--- config.mk ---
export PLATFORM = sky130hd
export DESIGN_NAME = alu_muldiv
export DESIGN_NICKNAME = d
export VERILOG_FILES = /design/src/rtl/alu_muldiv.sv
export SDC_FILE = /design/constraint.sdc
export NUM_CORES = 1
export LEC_CHECK = 0
export CAP_MARGIN = 10
export CORE_MARGIN = 2
export CORE_UTILIZATION = 62
export CTS_CLUSTER_SIZE = 24
export DETAILED_ROUTE_END_ITERATION = 16
export PLACE_DENSITY = 0.87
export SYNTH_ARGS = -nofsm -noshare
export SYNTH_HDL_FRONTEND = slang
export SYNTH_SLANG_ARGS = --single-unit
--- constraint.sdc ---
create_clock -name i_clk -period 4.6 [get_ports i_clk]
set_input_delay 0.92 -clock i_clk [delete_from_list [all_inputs] [get_ports i_clk]]
set_output_delay 0.92 -clock i_clk [all_outputs]
set_load 0.1 [all_outputs]
--- src/rtl/alu_muldiv.sv ---
// Iterative HI/LO multiply/divide unit: shift-add multiply, restoring divide, one step per cycle.
// Define ALU_MULDIV_DIV_EN to build the divider; without it DIV/DIVU pulse o_illegal.

module alu_muldiv #(
    parameter int unsigned IO_BUS_WIDTH  = 32,
    parameter int unsigned CTR_BUS_WIDTH = 3
) (
    input  logic                     i_clk,
    input  logic                     i_reset,
    input  logic                     i_valid,
    input  logic [CTR_BUS_WIDTH-1:0] i_ctr_code,
    input  logic [IO_BUS_WIDTH-1:0]  i_data_a,
    input  logic [IO_BUS_WIDTH-1:0]  i_data_b,
    input  logic                     i_flush,
    output logic                     o_ready,
    output logic                     o_done,
    output logic                     o_illegal,
    output logic [IO_BUS_WIDTH-1:0]  o_hi,
    output logic [IO_BUS_WIDTH-1:0]  o_lo
);

    localparam int unsigned N  = IO_BUS_WIDTH;
    localparam int unsigned CW = $clog2(N + 1);

    localparam logic [CTR_BUS_WIDTH-1:0] OP_MULT  = CTR_BUS_WIDTH'(1);
    localparam logic [CTR_BUS_WIDTH-1:0] OP_MULTU = CTR_BUS_WIDTH'(2);
    localparam logic [CTR_BUS_WIDTH-1:0] OP_DIV   = CTR_BUS_WIDTH'(3);
    localparam logic [CTR_BUS_WIDTH-1:0] OP_DIVU  = CTR_BUS_WIDTH'(4);
    localparam logic [CTR_BUS_WIDTH-1:0] OP_MTHI  = CTR_BUS_WIDTH'(5);
    localparam logic [CTR_BUS_WIDTH-1:0] OP_MTLO  = CTR_BUS_WIDTH'(6);

    typedef enum logic [1:0] {S_IDLE, S_RUN, S_FIX} state_t;

    state_t          state, state_d;
    logic [CW-1:0]   cnt, cnt_d;
    logic [N-1:0]    acc, acc_d;     // product high half / partial remainder
    logic [N-1:0]    shr, shr_d;     // multiplier / quotient shift register
    logic [N-1:0]    opd, opd_d;     // multiplicand / divisor magnitude
    logic            neg, neg_d;     // negate product or quotient in FIX
    logic [N-1:0]    hi_d, lo_d;
    logic            done_pend, done_pend_d;
    logic            illegal_d;
    logic            sgn_op;
    logic [N-1:0]    a_mag, b_mag;
    logic [N:0]      mul_sum;
    logic [2*N-1:0]  prod;
`ifdef ALU_MULDIV_DIV_EN
    logic            is_div, is_div_d;
    logic            neg_r, neg_r_d;
    logic            dz, dz_d;
    logic [N-1:0]    dvd, dvd_d;
    logic [N:0]      div_shift, div_diff;
`endif

    // Operand magnitudes at accept; only signed ops fold negative inputs
    assign sgn_op  = (i_ctr_code == OP_MULT) || (i_ctr_code == OP_DIV);
    assign a_mag   = (sgn_op && i_data_a[N-1]) ? (~i_data_a + N'(1)) : i_data_a;
    assign b_mag   = (sgn_op && i_data_b[N-1]) ? (~i_data_b + N'(1)) : i_data_b;

    assign mul_sum = {1'b0, acc} + {1'b0, opd};
    assign prod    = neg ? (~{acc, shr} + (2*N)'(1)) : {acc, shr};
`ifdef ALU_MULDIV_DIV_EN
    assign div_shift = {acc, shr[N-1]};
    assign div_diff  = div_shift - {1'b0, opd};
`endif

    // Next-state and datapath update
    always_comb begin
        state_d     = state;
        cnt_d       = cnt;
        acc_d       = acc;
        shr_d       = shr;
        opd_d       = opd;
        neg_d       = neg;
        hi_d        = o_hi;
        lo_d        = o_lo;
        done_pend_d = 1'b0;
        illegal_d   = 1'b0;
`ifdef ALU_MULDIV_DIV_EN
        is_div_d    = is_div;
        neg_r_d     = neg_r;
        dz_d        = dz;
        dvd_d       = dvd;
`endif
        case (state)
            S_IDLE: begin
                if (i_valid) begin
                    case (i_ctr_code)
                        OP_MULT, OP_MULTU: begin
                            state_d = S_RUN;
                            cnt_d   = '0;
                            acc_d   = '0;
                            opd_d   = a_mag;
                            shr_d   = b_mag;
                            neg_d   = sgn_op && (i_data_a[N-1] ^ i_data_b[N-1]);
`ifdef ALU_MULDIV_DIV_EN
                            is_div_d = 1'b0;
`endif
                        end
                        OP_DIV, OP_DIVU: begin
`ifdef ALU_MULDIV_DIV_EN
                            state_d  = S_RUN;
                            cnt_d    = '0;
                            acc_d    = '0;
                            opd_d    = b_mag;
                            shr_d    = a_mag;
                            neg_d    = sgn_op && (i_data_a[N-1] ^ i_data_b[N-1]);
                            neg_r_d  = sgn_op && i_data_a[N-1];
                            dz_d     = (i_data_b == '0);
                            dvd_d    = i_data_a;
                            is_div_d = 1'b1;
`else
                            illegal_d = 1'b1;
`endif
                        end
                        OP_MTHI: hi_d = i_data_a;
                        OP_MTLO: lo_d = i_data_a;
                        default: ;
                    endcase
                end
            end
            S_RUN: begin
                if (i_flush) begin
                    state_d = S_IDLE;
                end else begin
                    cnt_d = cnt + CW'(1);
                    if (cnt == CW'(N - 1)) begin
                        state_d = S_FIX;
                    end
`ifdef ALU_MULDIV_DIV_EN
                    if (is_div) begin
                        if (!div_diff[N]) begin
                            acc_d = div_diff[N-1:0];
                            shr_d = {shr[N-2:0], 1'b1};
                        end else begin
                            acc_d = div_shift[N-1:0];
                            shr_d = {shr[N-2:0], 1'b0};
                        end
                    end else
`endif
                    if (shr[0]) begin
                        acc_d = mul_sum[N:1];
                        shr_d = {mul_sum[0], shr[N-1:1]};
                    end else begin
                        acc_d = {1'b0, acc[N-1:1]};
                        shr_d = {acc[0], shr[N-1:1]};
                    end
                end
            end
            S_FIX: begin
                state_d = S_IDLE;
                if (!i_flush) begin
                    done_pend_d = 1'b1;
`ifdef ALU_MULDIV_DIV_EN
                    if (is_div) begin
                        if (dz) begin
                            lo_d = '1;
                            hi_d = dvd;
                        end else begin
                            lo_d = neg   ? (~shr + N'(1)) : shr;
                            hi_d = neg_r ? (~acc + N'(1)) : acc;
                        end
                    end else
`endif
                    begin
                        hi_d = prod[2*N-1:N];
                        lo_d = prod[N-1:0];
                    end
                end
            end
            default: state_d = S_IDLE;
        endcase
    end

    // State and output registers; synchronous active-low reset
    always_ff @(posedge i_clk) begin
        if (!i_reset) begin
            state     <= S_IDLE;
            cnt       <= '0;
            acc       <= '0;
            shr       <= '0;
            opd       <= '0;
            neg       <= 1'b0;
            done_pend <= 1'b0;
            o_hi      <= '0;
            o_lo      <= '0;
            o_done    <= 1'b0;
            o_illegal <= 1'b0;
            o_ready   <= 1'b1;
`ifdef ALU_MULDIV_DIV_EN
            is_div    <= 1'b0;
            neg_r     <= 1'b0;
            dz        <= 1'b0;
            dvd       <= '0;
`endif
        end else begin
            state     <= state_d;
            cnt       <= cnt_d;
            acc       <= acc_d;
            shr       <= shr_d;
            opd       <= opd_d;
            neg       <= neg_d;
            done_pend <= done_pend_d;
            o_hi      <= hi_d;
            o_lo      <= lo_d;
            o_done    <= done_pend;
            o_illegal <= illegal_d;
            o_ready   <= (state_d == S_IDLE);
`ifdef ALU_MULDIV_DIV_EN
            is_div    <= is_div_d;
            neg_r     <= neg_r_d;
            dz        <= dz_d;
            dvd       <= dvd_d;
`endif
        end
    end

endmodule

==> results by group <==
Clock network
  – CTS tree: built
  – Clock transition at the registers of the reported paths: 0.07 ns
  – Post-CTS setup buffers: 0
  – Hold Buf Count CTS: 0
  – CTS sink cnt: 173
  – Clk Latency, worst-skew pair: around 0.45 ns
  – CTS Buf Count: 17
  – CTS root buf: clkbuf_16
  – Clock H-tree levels: 4
  – Post_cts resized: 0
  – Clock buffer depth: 2

Die
  – Core area: 18600 um2
  – Die ar.: about 20000 um2
  – Die Wd: 142 um
  – Row Count: 50
  – Die height: 142 um
  – Starting density of the core: 63.0%
  – IO Count: 138

STA
  – Hold WS: roughly 0.44 ns
  – Final hold violation count: 0
  – Fin worst setup slack: 1.16 ns
  – Final cycle utilization of the critical path: 74.8%
  – Clock Skews: 0.00816 ns
  – Period minus WS final: 3.44 ns
  – Setup TNS: 0 ns
  – Final setup violation count: 0
  – RSZ-0062 raised after global routing: no
  – Max Freq: 291 MHz
  – Worst-Margin Slew: 1.26 ns
  – Relative slew slack: approximately 16%
  – Fin. max-slew vios: 0

Layout
  – Layout cell share with drive strength beyond 1: under 10%
  – Nets: 1675
  – Area Overhead vs Synth: 16.9%
  – Total inserted antenna cells: 0
  – Cell area after layout: between 10000 and 15000 um2

Placed design
  – Hpwl dp: between 20000 and 30000 um
  – Dpl ws: between 0.7 and 0.8 ns
  – GPL Wtd Cong: roughly 1.0
  – Cell area after placement: 13200 um2
  – IO Port Bufs: approximately 140

Drt
  – Routed len/inst: 22.1 um
  – Initial DRC count: 1946
  – Final WL: 40000 um
  – DR vias: 12489
  – Antenna-violating nets left: 0
  – Number of vias per cell: roughly 7
  – Drt drc: 0
  – DR pass1 iterations: 11

Logic synthesis
  – Distinct cell type count after synthesis: between 80 and 90
  – Sequential-to-total area share from yosys stat: just under 30%
  – Cell area after synthesis: about 12000 um2
  – Post-synth top area cell: dfxtp_1
  – Top cells by area, synth: dfxtp_1, a21oi_1, xor2_1
  – Synthesis Warnings: 0
  – Mapped Nets: 1607
  – Syn Area/Cell: 7.83 um2
  – Dominant synthesized flop cell: dfxtp_1
  – Post-synth EDFFs: 0
  – Synthesized instance count: about 1500
  – Post-synth ARST share: 0%
  – Most instantiated cells after synthesis: dfxtp_1, nand2_1, nor2_1
  – Flops & latches, synth: between 150 and 200
  – Cell with the most instances after synthesis: dfxtp_1
  – Synth top area share: ~30%

Global route
  – Tot GR Track Use: approximately 39%
  – Grt total ovfl: 0
  – Initial antenna violation count: 0
  – Global-route wire length before repair: 61900 um
  – Largest net degree at the start of global routing: 68
  – Number of global-route vias before repair: 11429

Power
  – Max IR drop VDD: 0.000280 V
  – Leakage: 0.00537 uW
  – Pwr per Cell Area: ~280 nW/um2
  – Pwr Total: 3790 uW

Worst setup path
  – Crit path cell chain: clkdlybuf4s50_1 > nor4_1 > and2_1 > or3b_1 > or2_1 > o41ai_1 > xor2_1 > o21ai_1
  – Critical path launch point type: input pin
  – Setup crit end kind: register
  – Max stage delay on crit path: 0.76 ns
  – CP max FO: 5
  – Crit Path Class: input pin to register
  – Crit path DAT: 3.76 ns
  – Worst Path Required: 4.92 ns
  – Worst path slowest cell: nor4_1

Worst hold path
  – HP Class: register to register

Flow run
  – Max-cap violations: 0

Outcome
  – Status: completed
report_power, final:
part | switching (uW) | total, uW | leakage, uW | internal (uW)
Combinational | 491 | 756 | 0.00370 | 265
Sequential | 59.7 | 1600 | 0.00140 | 1540
Clock | 655 | 1430 | 0.000265 | 777
Total | 1210 | 3790 | 0.00537 | 2580
placed cells by master (no fill, tap or decap), types with 10 or more instances in the layout:
cell             instances
ha_1                    36
nand4_1                 14
o31ai_1                 33
and3_1                  10
nor3_1                  25
nand2_1                140
a21o_1                  23
o21a_1                  12
nor2b_1                 35
a21oi_1                118
a21boi_0                12
o211ai_1                39
xor2_1                  67
o41ai_1                 11
a222oi_1                26
or3_1                   34
a211oi_1                27
nor2_1                 133
a22o_1                  18
mux2i_1                 15
clkdlybuf4s50_1        136
a22oi_1                 13
o21ai_0                 84
dfxtp_1                172
nand3_1                 33
o211a_1                 24
a31oi_1                 12
nand2b_1                13
clkbuf_16               17
inv_1                   20
buf_4                   18
xnor2_1                 46
or4_1                   10
nor4_1                  16
critical path, delay by kind of cell:
family                    cells  cell delay (ns)
and+or+nand+nor               4             1.74
buffers and inverters         1             0.48
AOI/OAI and AO/OA             2             0.43
xor gates and xnor gates      1             0.18
final timing paths:
check | startpoint | endpoint | slack, ns | depth (start not counted)
min reg2reg | done_pend | o_done | 0.44 | 1
max | i_data_a[4] | opd[29] | 1.16 | 8
min | done_pend | o_done | 0.44 | 1
max reg2reg | acc[0] | acc[29] | 1.18 | 10
cell type report:
type,instances,area (um2)
multi-input combinational,1199,7820
fill,1467,4920
sequential,173,3460
timing repair buffer,154,1500
clock buffer,20,457
tap,234,293
clock inverter,12,113
inverter,22,82.6
stage by stage:
stage	utilization [%]	instances
global route	73.6	1814
CTS	73.6	1814
detailed placement	70.6	1782
global placement	70.6	1782
finish	73.6	1814
floorplan	-	1499
sequential cells by signal, indices dropped and copies added (netlist names):
| register | flops |
|---|---|
| o_ready | 1 |
| acc | 32 |
| opd | 32 |
| o_done | 1 |
| neg | 1 |
| o_lo | 32 |
| o_hi | 32 |
| done_pend | 1 |
| state | 2 |
| shr | 32 |
| cnt | 6 |
| o_illegal | 1 |
cells by family (layout without fill, tap and decap cells):
group | count (synthesis) | in the layout | share of synthesized area (%)
AOI/OAI and AO/OA | 509 | 509 | 29.8
xor gates and xnor gates | 113 | 113 | 8.43
adders and majority gates | 37 | 37 | 4.01
buffers and inverters | 127 | 208 | 4.16
DFF | 173 | 173 | 29.5
muxes | 17 | 17 | 1.47
and+or+nand+nor | 523 | 523 | 22.6
per-layer routing:
layer  up-vias  GRT usage, %  share of wire [%]
li1       5730             -                  -
met1      5758          52.2                 39
met2       863          60.6                 44
met3       138          8.13                 12
met4         0          19.8                5.0
met5         -             0                  0
(Power assumes the default switching activity.)
